### config.mk
export PLATFORM = sky130hd
export DESIGN_NAME = param_register_file
export DESIGN_NICKNAME = d
export VERILOG_FILES = /design/src/rtl/param_register_file.sv
export SDC_FILE = /design/constraint.sdc
export NUM_CORES = 1
export LEC_CHECK = 0
export BUFFER_PORTS_ARGS = -buffer_cell sky130_fd_sc_hd__buf_2
export CELL_PAD_IN_SITES_DETAIL_PLACEMENT = 0
export CELL_PAD_IN_SITES_GLOBAL_PLACEMENT = 1
export CORE_ASPECT_RATIO = 1.2
export CORE_MARGIN = 5
export CORE_UTILIZATION = 44
export DETAILED_ROUTE_END_ITERATION = 8
export PLACE_DENSITY = 0.67
export SLEW_MARGIN = 20
export SYNTH_ARGS = -nofsm -noshare
export SYNTH_HDL_FRONTEND = slang
export SYNTH_SLANG_ARGS = --single-unit
### constraint.sdc
create_clock -name clk -period 1.9 [get_ports clk]
set_input_delay 0.19 -clock clk [delete_from_list [all_inputs] [get_ports clk]]
set_output_delay 0.19 -clock clk [all_outputs]
set_load 0.02 [all_outputs]
### src/rtl/param_register_file.sv
// -----------------------------------------------------------------------------
// param_register_file
//
// Purpose:
//   Parametrised register file with NUM_REGS = 2**ADDR_WIDTH words of
//   DATA_WIDTH bits. It has one synchronous write port and two independently
//   enabled read ports. Read data and valid flags are registered, so a read
//   issued on one edge is presented after that edge. A read that hits the
//   address being written on the same edge returns the new write data
//   (write-first bypass). When ZERO_REG0 is set, register 0 is hard-wired to
//   zero: writes to it are dropped and reads of it return zero.
//
// Parameters:
//   DATA_WIDTH  bits per register
//   ADDR_WIDTH  address bits (NUM_REGS = 2**ADDR_WIDTH)
//   ZERO_REG0   1: register 0 reads as zero and ignores writes
//
// Ports:
//   clk      in   1           rising-edge clock
//   reset_n  in   1           asynchronous active-low reset
//   we       in   1           write enable
//   wAddr    in   ADDR_WIDTH  write address
//   wData    in   DATA_WIDTH  write data
//   re0      in   1           read enable, port 0
//   rAddr0   in   ADDR_WIDTH  read address, port 0
//   rData0   out  DATA_WIDTH  registered read data, port 0
//   rValid0  out  1           rData0 holds a read issued last cycle
//   re1      in   1           read enable, port 1
//   rAddr1   in   ADDR_WIDTH  read address, port 1
//   rData1   out  DATA_WIDTH  registered read data, port 1
//   rValid1  out  1           rData1 holds a read issued last cycle
// -----------------------------------------------------------------------------
module param_register_file #(
    parameter int DATA_WIDTH = 32,
    parameter int ADDR_WIDTH = 3,
    parameter int ZERO_REG0  = 0
) (
    input  logic                  clk,
    input  logic                  reset_n,
    input  logic                  we,
    input  logic [ADDR_WIDTH-1:0] wAddr,
    input  logic [DATA_WIDTH-1:0] wData,
    input  logic                  re0,
    input  logic [ADDR_WIDTH-1:0] rAddr0,
    output logic [DATA_WIDTH-1:0] rData0,
    output logic                  rValid0,
    input  logic                  re1,
    input  logic [ADDR_WIDTH-1:0] rAddr1,
    output logic [DATA_WIDTH-1:0] rData1,
    output logic                  rValid1
);

    localparam int NUM_REGS = 2 ** ADDR_WIDTH;

    logic [DATA_WIDTH-1:0] regs [NUM_REGS];
    logic                  write_ok;
    logic [DATA_WIDTH-1:0] rd0_next;
    logic [DATA_WIDTH-1:0] rd1_next;

    // Writes to register 0 are discarded when it is the hard-wired zero register.
    assign write_ok = we && !((ZERO_REG0 != 0) && (wAddr == '0));

    always_ff @(posedge clk or negedge reset_n) begin
        if (!reset_n) begin
            for (int i = 0; i < NUM_REGS; i++) begin
                regs[i] <= '0;
            end
        end else if (write_ok) begin
            regs[wAddr] <= wData;
        end
    end

    // Read-value selection: the zero register wins over everything, then a
    // same-edge write to the same address is forwarded so readers see new data.
    always_comb begin
        rd0_next = regs[rAddr0];
        if ((ZERO_REG0 != 0) && (rAddr0 == '0)) begin
            rd0_next = '0;
        end else if (we && (rAddr0 == wAddr)) begin
            rd0_next = wData;
        end
    end

    always_comb begin
        rd1_next = regs[rAddr1];
        if ((ZERO_REG0 != 0) && (rAddr1 == '0)) begin
            rd1_next = '0;
        end else if (we && (rAddr1 == wAddr)) begin
            rd1_next = wData;
        end
    end

    // Output registers: data is held when the port is idle, valid only
    // reflects whether a read was issued on the previous edge.
    always_ff @(posedge clk or negedge reset_n) begin
        if (!reset_n) begin
            rData0  <= '0;
            rValid0 <= 1'b0;
            rData1  <= '0;
            rValid1 <= 1'b0;
        end else begin
            rValid0 <= re0;
            rValid1 <= re1;
            if (re0) begin
                rData0 <= rd0_next;
            end
            if (re1) begin
                rData1 <= rd1_next;
            end
        end
    end

endmodule

# Word-level counts from Yosys, hierarchy flattened
# Cells that the tools add are included.
dict set report op_classes {
  shift 0
  bitwise 3
  n_reduce_logical 3
  add_sub_neg 0
  n_mul 0
  div_mod_pow 0
  n_eq_ne 2
  n_mux 11
  order_cmp 4
}
# cell count
set op_table {}
lappend op_table {{$bwmux W256} 1}
lappend op_table {{$mux W32} 7}
lappend op_table {{$bmux W32 S3} 2}
lappend op_table {{$demux W32 S3} 1}
lappend op_table {{$ge A4 B4 Y1 const B} 3}
lappend op_table {{$not A3 Y4} 3}
lappend op_table {{$eq A3 B3 Y1} 2}
lappend op_table {{$lt A4 B1 Y1 const B} 1}
lappend op_table {{$logic_and A1 B1 Y1} 3}
dict set report totals {
  elab_cells 35
  latchBits 0
  mem_count 0
  reg_bits 322
  mem_bits_rw 0
  mem_bits_ro 0
  output_inout_bits 66
  in_bits 46
}

# Logic depth before layout (Yosys ltp)
dict set report depth {
  ltp_word 6
  depth_mapped 6
  depth_no_buf 3
}

# Least setup slack after synthesis
# Ideal clock, no wire load.
dict set report synth_timing {
  kind {input port to flip-flop}
  from {in rAddr1[2]}
  to {reg rData1[16]}
  path_stages 5
  arrival_ns 1.589
  required_time_ns 1.774
  slack_ns 0.185
  setup_time_ns 0.126
  n_path_buf 2
  path_cell_list {buf_2 -> clkbuf_1 -> mux4_2 -> mux2_2 -> a221o_1}
}
dict set report synth_via {
  elab_chain_len 5
  word_cells_on_any_way 7
  cone_classes {eq/ne (1); mux (4); bitwise (1); reduce/logical (1)}
}
# element line
set synth_rtl {}
lappend synth_rtl {{start, declared} 48} ;# input logic [ADDR_WIDTH-1:0] rAddr1,
lappend synth_rtl {{$not A3 Y4 (implied by the code)} 85} ;# rd1_next = regs[rAddr1];
lappend synth_rtl {{$bmux W32 S3} 85}
lappend synth_rtl {{$mux W32 (implied by the code) (2 in a row)} 85}
lappend synth_rtl {{$mux W32 (*)} 88} ;# end else if (we && (rAddr1 == wAddr)) begin
lappend synth_rtl {{end signal, assigned} 108} ;# rData1 <= rd1_next;
lappend synth_rtl {{end, declared} 49} ;# output logic [DATA_WIDTH-1:0] rData1,
# Every way passes the cells marked *; elsewhere a longest branch is shown, timed or not. The select of a mux whose other input is x is not followed.
# A chain may end at the register's enable or synchronous reset.

# Worst setup path after layout
dict set report layout_timing {
  from {reg regs[11] (netlist name)}
  to {reg rData1[11]}
}
dict set report layout_via {
  elab_chain_len 4
}
# element line
set layout_rtl {}
lappend layout_rtl {{start, declared} 55} ;# logic [DATA_WIDTH-1:0] regs [NUM_REGS];
lappend layout_rtl {{start signal, assigned by index} 69} ;# regs[wAddr] <= wData;
lappend layout_rtl {{$bmux W32 S3} 85}
lappend layout_rtl {{$mux W32 (implied by the code) (2 in a row)} 85}
lappend layout_rtl {{$mux W32} 88}
# Every way passes these cells. The select of a mux whose other input is x is not followed.

==> reports/results.ini <==
[synthesis]
yosysWarnings = 0
syn-num-nets = 1196
synth_cell_types = 28
netlist_instances = 1150
avgSynthCellArea_um2 = 13.9
ys_ff_latch = 322
netlist_area_um2 = 15900
yosysTopAreaCell = dfrtp_1
synthDominantCellAreaShare_pct = 50.5
ys_seq_area_share_pct = 50.5
synth_area_leaders = dfrtp_1, mux4_2, mux2_2

[route]
highest_layer = met4
drc = 0
wl_met1_mm = 18.4
dr_wl_met2_mm = 22.9
routed_wl_mm = 43.9
vias_per_cell = 5.87
vias = 10400
dr_wl_met3_mm = 1.79
drt_iter0_drc = 730
wl_per_cell_um = 24.8
firstDrtPassIters = 4
drtAntennaViolNets = 0

[final_layout]
fillers = 2997
mostFrequentLayoutCells = dfrtp_1, mux2_2, mux4_2, buf_2, nand2_1
final_common_cell = dfrtp_1
nets = 1323
area_delta_synth_final_pct = 18.9
drive_gt1_share_pct = 41.6
n_antenna_cell = 0

[pwr]
ir_worst_vdd_mv = 0.740
powerDensity_nw_per_um2 = 1140
leakagePower_nw = 8.18

[setup_path]
r2r_setup_slack_ns = 0.30
r2r.worst_path.cells = 3
path_max_fanout = 3
cp-end-kind = register
start_kind = register
path_class = reg2reg
arrival_ns = 2.00
cp.required_ns = 2.30

[placed_design]
gp_congestion = 0.775
hpwl_mm = 26.9
numPortBuffers = 111
post-place-ws_ns = 0.0678

[cts]
clk_latency_ns = 0.52
h-tree-depth = 2
clockBufferDepth = 3
cts_tree = built
numCtsBuffers = 36
cts_resized = 0
path_clk_slew_ns = 0.06
cts.sinks = 322
cts_root_buf = clkbuf_16

[timing]
drv_slew = 0
skew_ns = 0.0222
setup_tns_ns = 0
setup_viol_count_final = 0
fmax_mhz = 625
rsz0062_at_grt = false
timing_hold_violations_final = 0
setup_ws_ns = 0.301
relSlewSlack_pct = 64.0
worst_pin_slew_ns = 0.540
period_share_pct = 84.2
fin_crit_ns = 1.60

[grt]
grt_pass1_vias = 11000
grt_use_total_pct = 22.2
grt_overflow = 0
antenna_found_initial = 0
grt_max_degree = 93
grt_pass1_wl_mm = 68.2

[floorplan]
io_pins = 112
dieArea_um2 = 40200
rows = 76
core_area_um2 = 35800
die_w_um = 184
dieHeight_um = 219
start_util_pct = 44.5

[worst_hold_path]
hold_path_depth = 2
hp-class = in2reg

[job]
drv_cap = 0

[run_status]
status = finished, final reports clean

logic make-up (layout without fill, tap and decap cells):
logic type             Yosys count  in the layout  synth area share [%]
AO/OA/AOI/OAI                  166            166                  6.98
XOR/XNOR                         6              6                 0.330
buffers and inverters          130            281                  3.84
flip-flops                     322            322                  50.5
multiplexers                   348            348                  33.3
AND/OR/NAND/NOR                178            178                  4.98
sequential cells by signal (all words and copies together), names as in the netlist:
signal and flops:
rValid0 1, rValid1 1, rData1 32, regs 256, rData0 32
routing by layer:
| metal | global-route usage (%) | up-vias |
|---|---|---|
| met5 | 0 | - |
| met3 | 3.20 | 56 |
| li1 | - | 4576 |
| met2 | 39.4 | 227 |
| met4 | 5.00 | 0 |
| met1 | 29.1 | 5526 |
where the power goes:
group	switching, W	total [W]	internal (W)	leakage, nW
registers	0.00105	0.00937	0.00832	3.92
clock network	0.00281	0.00755	0.00474	0.631
logic	0.00206	0.00468	0.00262	3.63
cells in the mapped netlist:
cell type,n
nor3b_2,2
buf_2,38
nand4_1,1
mux2_2,182
buf_6,3
nor3_1,1
nand4b_1,3
and4b_1,2
buf_4,7
buf_12,1
a221o_1,27
a221oi_1,37
dfrtp_1,322
mux4_2,128
nor3_2,1
nor2b_1,27
mux2i_1,37
inv_1,27
mux2_1,1
a41oi_1,2
buf_1,10
o21ai_0,100
buf_8,1
nand2_1,103
xnor2_1,6
nor2_1,37
nand2b_1,1
clkbuf_1,43
through the flow:
stage | utilization [%] | total power, W | area (µm²) | hold slack (ns) | instances
after floorplan | - | 0.0125 | 15900 | -0.106 | 1150
after global placement | 48.6 | 0.0140 | 17400 | 0.0299 | 1683
after detailed placement | 48.6 | 0.0142 | 17400 | 0.0303 | 1683
after CTS | 52.9 | 0.0218 | 19000 | 0.000872 | 1769
after global routing | 52.9 | 0.0227 | 19000 | 0.0188 | 1769
final | 52.9 | 0.0216 | 19000 | 0.0382 | 1769
worst max-delay path: stages, from the launching register on:
cell and delay (ns):
dfrtp_1 0.40, mux4_2 0.47, mux2_2 0.27, a221o_1 0.34
final cells by class:
type / count / area (µm²) / area share [%]
Multi-Input combinational cell: 698 / 7330 / 38.7
Clock inverter: 14 / 245 / 1.29
Timing Repair Buffer: 192 / 1600 / 8.45
Sequential cell: 322 / 8060 / 42.5
Inverter: 27 / 101 / 0.535
Clock buffer: 48 / 1030 / 5.42
Tap cell: 468 / 586 / 3.09
worst paths after layout:
kind | from | end
setup / recovery | regs[11] | rData1[11]
hold / removal | wData[2] | rData1[2]
setup reg to reg | regs[11] | rData1[11]
hold reg to reg | regs[92] | regs[92]
max in group asynchronous | reset_n | regs[86]
min in group asynchronous | reset_n | regs[179]
repair_timing:
action                    4_1_cts  5_1_grt
hold endpoints to repair      422        0
setup buffers                   0        0
hold buffers                   24        0
No activity file was read; power rests on OpenSTA's default activity.
